$ cat src/rtl/fetch_pkg_8085.sv
// Shared types for the 8085 fetch stage: FSM states, the HLT opcode and the
// opcode-to-length decoder used to decide how many operand bytes follow.
package fetch_pkg_8085;

  typedef enum logic [2:0] {
    OP_A,
    OP_D,
    B2_A,
    B2_D,
    B3_A,
    B3_D,
    VALID,
    HALT
  } state_t;

  localparam logic [7:0] HLT_OP = 8'h76;

  // Undefined opcodes fall through to length 1.
  function automatic logic [1:0] fetch_len_8085(input logic [7:0] op);
    logic [1:0] len;
    len = 2'd1;
    if ((op[7:6] == 2'b00 && op[3:0] == 4'b0001) ||
        op == 8'h22 || op == 8'h2A || op == 8'h32 || op == 8'h3A ||
        op == 8'hC3 || op == 8'hCD ||
        (op[7:6] == 2'b11 && (op[2:0] == 3'b010 || op[2:0] == 3'b100)))
      len = 2'd3;
    else if ((op[2:0] == 3'b110 && (op[7:6] == 2'b00 || op[7:6] == 2'b11)) ||
             op == 8'hD3 || op == 8'hDB)
      len = 2'd2;
    return len;
  endfunction

endpackage

$ cat src/rtl/fetch_unit_8085.sv
// 8085 fetch: 2 cycles per byte, bundle valid 2/4/6 cycles after OP_A; bundle held until accepted.
// Redirect beats everything; HLT_DETECT_EN adds a HALT state left only by redirect or reset.
module fetch_unit_8085
  import fetch_pkg_8085::*;
#(
  parameter int                 ADDR_W   = 16,
  parameter logic [ADDR_W-1:0]  RESET_PC = 16'h0000
) (
  input  logic              clk,
  input  logic              rst_n,
  output logic [ADDR_W-1:0] mem_addr,
  output logic              mem_rd,
  input  logic [7:0]        mem_rdata,
  output logic              instr_valid,
  input  logic              instr_ready,
  output logic [7:0]        instr_op,
  output logic [7:0]        instr_b2,
  output logic [7:0]        instr_b3,
  output logic [1:0]        instr_len,
  output logic [ADDR_W-1:0] instr_pc,
  input  logic              redirect_en,
  input  logic [ADDR_W-1:0] redirect_addr,
  output logic              halted
);

  state_t            state;
  logic [ADDR_W-1:0] pc;

  assign mem_addr = pc;
  // Read strobe is a pure decode of the address-phase states, forced low in reset.
  assign mem_rd   = rst_n && (state == OP_A || state == B2_A || state == B3_A);

`ifndef HLT_DETECT_EN
  assign halted = 1'b0;
`endif

  always_ff @(posedge clk or negedge rst_n) begin
    if (!rst_n) begin
      state       <= OP_A;
      pc          <= RESET_PC;
      instr_valid <= 1'b0;
      instr_op    <= 8'h00;
      instr_b2    <= 8'h00;
      instr_b3    <= 8'h00;
      instr_len   <= 2'd0;
      instr_pc    <= '0;
`ifdef HLT_DETECT_EN
      halted      <= 1'b0;
`endif
    end else if (redirect_en) begin
      // Any byte returning next cycle lands in OP_A, which never captures it.
      state       <= OP_A;
      pc          <= redirect_addr;
      instr_valid <= 1'b0;
`ifdef HLT_DETECT_EN
      halted      <= 1'b0;
`endif
    end else begin
      case (state)
        OP_A: state <= OP_D;
        OP_D: begin
          instr_op  <= mem_rdata;
          instr_b2  <= 8'h00;
          instr_b3  <= 8'h00;
          instr_len <= fetch_len_8085(mem_rdata);
          instr_pc  <= pc;
          pc        <= pc + ADDR_W'(1);
          if (fetch_len_8085(mem_rdata) == 2'd1) begin
            state       <= VALID;
            instr_valid <= 1'b1;
          end else begin
            state <= B2_A;
          end
        end
        B2_A: state <= B2_D;
        B2_D: begin
          instr_b2 <= mem_rdata;
          pc       <= pc + ADDR_W'(1);
          if (instr_len == 2'd2) begin
            state       <= VALID;
            instr_valid <= 1'b1;
          end else begin
            state <= B3_A;
          end
        end
        B3_A: state <= B3_D;
        B3_D: begin
          instr_b3    <= mem_rdata;
          pc          <= pc + ADDR_W'(1);
          state       <= VALID;
          instr_valid <= 1'b1;
        end
        VALID: begin
          if (instr_ready) begin
            instr_valid <= 1'b0;
`ifdef HLT_DETECT_EN
            if (instr_op == HLT_OP) begin
              state  <= HALT;
              halted <= 1'b1;
            end else begin
              state <= OP_A;
            end
`else
            state <= OP_A;
`endif
          end
        end
        HALT: begin
`ifdef HLT_DETECT_EN
          state <= HALT;
`else
          state <= OP_A;
`endif
        end
        default: state <= OP_A;
      endcase
    end
  end

endmodule

$ cat config.mk
export PLATFORM = sky130hd
export DESIGN_NAME = fetch_unit_8085
export DESIGN_NICKNAME = d
export VERILOG_FILES = /design/src/rtl/fetch_pkg_8085.sv /design/src/rtl/fetch_unit_8085.sv
export SDC_FILE = /design/constraint.sdc
export NUM_CORES = 1
export LEC_CHECK = 0
export ABC_CLOCK_PERIOD_IN_PS = 3800
export CORE_MARGIN = 1
export CORE_UTILIZATION = 50
export DETAILED_ROUTE_END_ITERATION = 8
export PLACE_DENSITY = 0.85
export SETUP_SLACK_MARGIN = 0.15
export SLEW_MARGIN = 20
export SYNTH_ARGS = -nofsm -noshare
export SYNTH_HDL_FRONTEND = slang
export SYNTH_SLANG_ARGS = --single-unit
$ cat constraint.sdc
create_clock -name clk -period 3.8 [get_ports clk]
set_input_delay 1.14 -clock clk [delete_from_list [all_inputs] [get_ports clk]]
set_output_delay 1.14 -clock clk [all_outputs]
set_load 0.02 [all_outputs]
Word-level counts from Yosys, hierarchy flattened --
Index checks and enable logic that the tools add are counted.
Word-level totals: input port bits 28, word-level logic and storage cells 81, flip-flop bits (word level) 62, output and inout port bits 61
Operators by class: equal/unequal tests 25, mux-type cells 18, add/subtract/negate cells 1, reductions and logical operators 28, bitwise operators 1
Operators by type and width (count):
- $eq A8 B6 Y1 const B | 4
- $eq A8 B8 Y1 const B | 4
- $mux W16 | 2
- $pmux W8 S2 | 2
- $pmux W3 S8 | 1
- $eq A3 B3 Y1 const B | 6
- $add A16 B1 Y16 const B | 1
- $logic_or A1 B1 Y1 | 13
- $mux W2 | 5
- $eq A3 B2 Y1 const B | 3
- $mux W3 | 3
- $ne A3 B3 Y1 const B | 3
- $reduce_and A2 Y1 | 3
- $reduce_bool A2 Y1 | 3
- $reduce_bool A5 Y1 | 1
- $eq A2 B2 Y1 const B | 2
- $eq A4 B1 Y1 const B | 1
- $logic_and A1 B1 Y1 | 4
- $mux W1 | 4
- $pmux W1 S4 | 1
- $reduce_and A4 Y1 | 1
- $eq A3 B1 Y1 const B | 1
- $logic_not A3 Y1 | 1
- $reduce_or A3 Y1 | 1
- other kinds (3) | 3

Logic depth before layout (Yosys ltp) --
depth after elaboration 16, gate-level depth with buffers 7, mapped depth without buffers 7

Worst setup path after synthesis --
OpenSTA, ideal clock, no wires.
kind input -> output, start point input port rst_n, end point output port mem_rd, path slack 1310 ps, data required time 2660 ps, data arrival time 1350 ps, stages on the path 1, buffers on the path 0, path through and2_1
Between the ends: cells in the longest elaborated chain, start to end 1
RTL lines:
- start, declared | line fetch_unit_8085.sv:10 | input logic rst_n,
- $logic_and A1 B1 Y1 | line fetch_unit_8085.sv:31 | assign mem_rd = rst_n && (state == OP_A || state == B2_A || state == B3_A);
- end, declared | line fetch_unit_8085.sv:12 | output logic mem_rd,
Every way passes these cells.

Worst setup path in the final report --
start point register state[2], end point output port mem_rd
Between the ends: cells in the longest elaborated chain, start to end 4, elaborated cells on any way between the ends 6, classes of those cells 2 x eq/ne; 4 x reduce/logical
RTL lines:
- start, declared | line fetch_unit_8085.sv:26 | state_t state;
- start signal, assigned | line fetch_unit_8085.sv:39 | state <= OP_A;
- start signal, assigned | line fetch_unit_8085.sv:52 | state <= OP_A;
- start signal, assigned | line fetch_unit_8085.sv:60 | OP_A: state <= OP_D;
- $eq A3 B2 Y1 or $logic_not A3 Y1 (tied branches) | line fetch_unit_8085.sv:31
- $logic_or A1 B1 Y1 | line fetch_unit_8085.sv:31
- $logic_or A1 B1 Y1 (*) | line fetch_unit_8085.sv:31
- $logic_and A1 B1 Y1 (*) | line fetch_unit_8085.sv:31
Every way passes the cells marked *; elsewhere a longest branch is shown, timed or not.

==> key figures <==
Floorplanning
  • Number of placement rows: 27
  • I/O pins: 89
  • Area inside the core boundary: 0.00554 mm^2
  • Effective utilization at floorplan: 0.522
  • Die area: 0.00609 mm^2
  • Die height: 78.0 um
  • Chip Width: 78.0 um

CTS
  • Number of post-CTS setup repair buffers: 0
  • CTS tree: yes
  • Sinks on the clock net: 62
  • Buffer levels on the longest clock path: 2
  • Post-cts gate resize count: 0
  • CTS Root Buffer Type: clkbuf_8
  • Number of buffers inserted by hold repair at cts: 0
  • Clock H-tree levels: 3
  • CTS buffer count: 9
  • Clk Latency, worst-skew pair: 0.33 ns
  • Clock-pin slew on the worst setup and hold paths: 0.06 ns

Yosys
  • Register area share after synthesis: 0.537
  • Total nets after synthesis: 304
  • Top cells by area, synth: dfrtp_1 (54%), mux2_2 (9.3%), nand2_1 (6.9%), o21ai_0 (6.2%), xnor2_1 (3.0%)
  • Synthesized area per cell: 10.6 um^2
  • Cell with the most instances after synthesis: dfrtp_1
  • Register bit total from synthesis: 62
  • Fraction of post-synthesis cell area in the top cell type by area: 0.537
  • Cell area after technology mapping: 0.00289 mm^2
  • Warnings, synthesis: 0
  • Count of unique library cells instantiated by Yosys: 45
  • Leading post-synthesis cells by instance count: dfrtp_1 (62), nand2_1 (53), o21ai_0 (36)
  • Area leader, netlist: dfrtp_1
  • Number of enable flip-flop cells after synthesis: 0
  • Share of flip-flops with an asynchronous set or reset after synthesis: 1.00
  • Post-Synthesis Cells: 273
  • Commonest register cell after synthesis: dfrtp_1

Layout
  • Layout net count: 388
  • Area growth from synthesis to layout: 37.1%
  • Share of cells above drive strength 1: 0.133
  • Antenna Cells: 0
  • Fill cell instance count of the final layout: 419
  • Final instance area: 0.00397 mm^2

Drt
  • DRC violations left: 0
  • Total detailed-routing wirelength: 6.65 mm
  • Via density per instance: 5.31
  • Residual antenna-violating net count after detailed routing: 0
  • Routed vias: 2304
  • Pre-antenna DRT Iters: 4
  • DR WL/cell: 15.3 um
  • DR iter-0 viols: 139

Power and ir drop
  • Leakage power total: 1.63 nW
  • IR drop worst, VDD: 0.351 mV
  • Pwr per Cell Area: 549 mW/mm^2

Setup path
  • Cell depth of the worst flop-to-flop path: 4
  • CP Class: reg -> out
  • Crit path largest cell delay: 0.82 ns
  • Startpoint kind of the worst setup timing path: flip-flop
  • Type of element capturing the critical path: output pin
  • Cell family with most CP delay: flip-flops
  • Peak fanout along the critical path: 18
  • Register-to-register setup slack: 1.46 ns
  • Required arrival time at the worst endpoint: 2.66 ns
  • Cell with the biggest individual delay on the critical path: dfrtp_1
  • Ordered cell list for the critical path: a21oi_1, and2_1, clkdlybuf4s50_1
  • Combined buffer and inverter count along the critical path: 1
  • Endpoint of the worst register-to-register path: instr_valid
  • Startpoint of the lowest-slack register-to-register path: state[1]
  • Worst endpoint data arrival time: 2.05 ns

Timing
  • Max_slew headroom: 0.488
  • PnR worst setup slack: 0.609 ns
  • Number of failing setup endpoints in the final timing report: 0
  • Number of pins with negative max-slew slack in the final report: 0
  • Final worst path period share: 0.840
  • Setup Skew: 0.00742 ns
  • RSZ-0062 raised after global routing: false
  • Number of hold-slack violations in the final timing report: 0
  • Slew @ Worst Pin: 0.767 ns
  • Setup TNS: 0 ns
  • Final min period: 3.19 ns
  • F_max: 313 MHz

GRT
  • Largest net degree at the start of global routing: 63
  • Initial antenna violation count: 0
  • First-pass GRT wire length: 11.3 mm
  • Total global routing track utilization: 0.241
  • Overflow left after global routing: 0
  • Vias in the first global route: 2325

Place
  • Post-placement worst setup slack: 0.540 ns
  • IO buf count: 87
  • Post-place instance area: 0.00376 mm^2
  • Routability congestion estimate from global placement: 0.819
  • Detailed-placement wirelength estimate: 4.49 mm

Run
  • Max capacitance violation total: 0

Min path
  • HP Start: instr_b2[0]
  • Cell depth of the worst min-delay path: 2
  • Worst min-delay path endpoint: instr_b2[0]
  • Classification of the worst-slack hold path: reg -> reg

Run status
  • Run status: finished, final reports clean
==> registers in the layout (all words and copies together) (netlist names) <==
name / cells
instr_b3: 8
instr_b2: 8
mem_addr: 16
instr_valid: 1
instr_pc: 16
instr_op: 8
state: 3
instr_len: 2
==> per-stage QoR <==
step,power [W],utilization,instances,hold WS [ns]
finish,0.00218,0.716,434,0.477
global route,0.00228,0.716,434,0.510
CTS,0.00220,0.716,434,0.486
detailed placement,0.00161,0.680,418,0.472
global placement,0.00159,0.680,418,0.461
floorplan,0.00125,-,273,0.577
==> kinds of logic (layout without fill, tap and decap cells) <==
logic type      count (synthesis)  after routing  share of synthesized area
simple gates                   97             97                      0.168
compound gates                 47             47                     0.0917
flops                          62             62                      0.537
other cells                     1              1                    0.00130
xor+xnor                       15             15                     0.0454
mux                            26             26                      0.102
fa+ha+maj                       3              3                     0.0130
buf+inv                        22            111                     0.0415
==> power by group <==
part	internal, W	switching (W)
Clock	0.000336	0.000247
Combinational	0.000361	0.000331
Sequential	0.000796	0.000106
Total	0.00149	0.000685
==> how the worst max path moves through the flow <==
stage	from	endpoint	slack, ns	cells after the start
finish	state[2]	mem_rd	0.61	3
global route	state[2]	mem_rd	0.47	3
CTS	state[2]	mem_rd	0.61	3
detailed placement	redirect_en	instr_valid	0.54	5
global placement	redirect_en	instr_valid	0.60	5
floorplan	rst_n	mem_rd	1.31	1
==> layer usage <==
layer / vias up / global-route usage / routed length [um]
li1: 1092 / - / -
met1: 1127 / 0.308 / 2850
met2: 77 / 0.378 / 3190
met3: 8 / 0.0965 / 540
met4: 0 / 0.0685 / 65
met5: - / 0 / 0
==> layout by cell type, fill, tap and decap left out, types with 2 or more instances in the layout <==
cell type,n
a21oi_1,3
and3_1,2
buf_4,2
clkbuf_8,11
clkdlybuf4s50_1,86
clkinv_2,3
dfrtp_1,62
ha_1,3
inv_1,6
mux2_2,24
nand2_1,53
nand3_1,6
nand4_1,5
nor2_1,11
nor2b_1,3
nor3_1,3
o21ai_0,36
o31ai_1,2
xnor2_1,10
xor2_1,5
==> cell type report <==
cell class | count | area [um^2] | area share
multi-input cells | 189 | 1220 | 0.308
flip-flops and latches | 62 | 1550 | 0.391
repair buffers | 89 | 881 | 0.222
well taps | 72 | 90.1 | 0.0227
clock buffers | 12 | 155 | 0.0391
inverters | 6 | 22.5 | 0.00568
clock inverters | 4 | 45.0 | 0.0114
==> worst min-delay path, stage by stage, from the launching register on <==
cell and delay [ns]:
dfrtp_1 0.34, nand2_1 0.04, o21ai_0 0.06
Power figures use the tool's default switching activity.
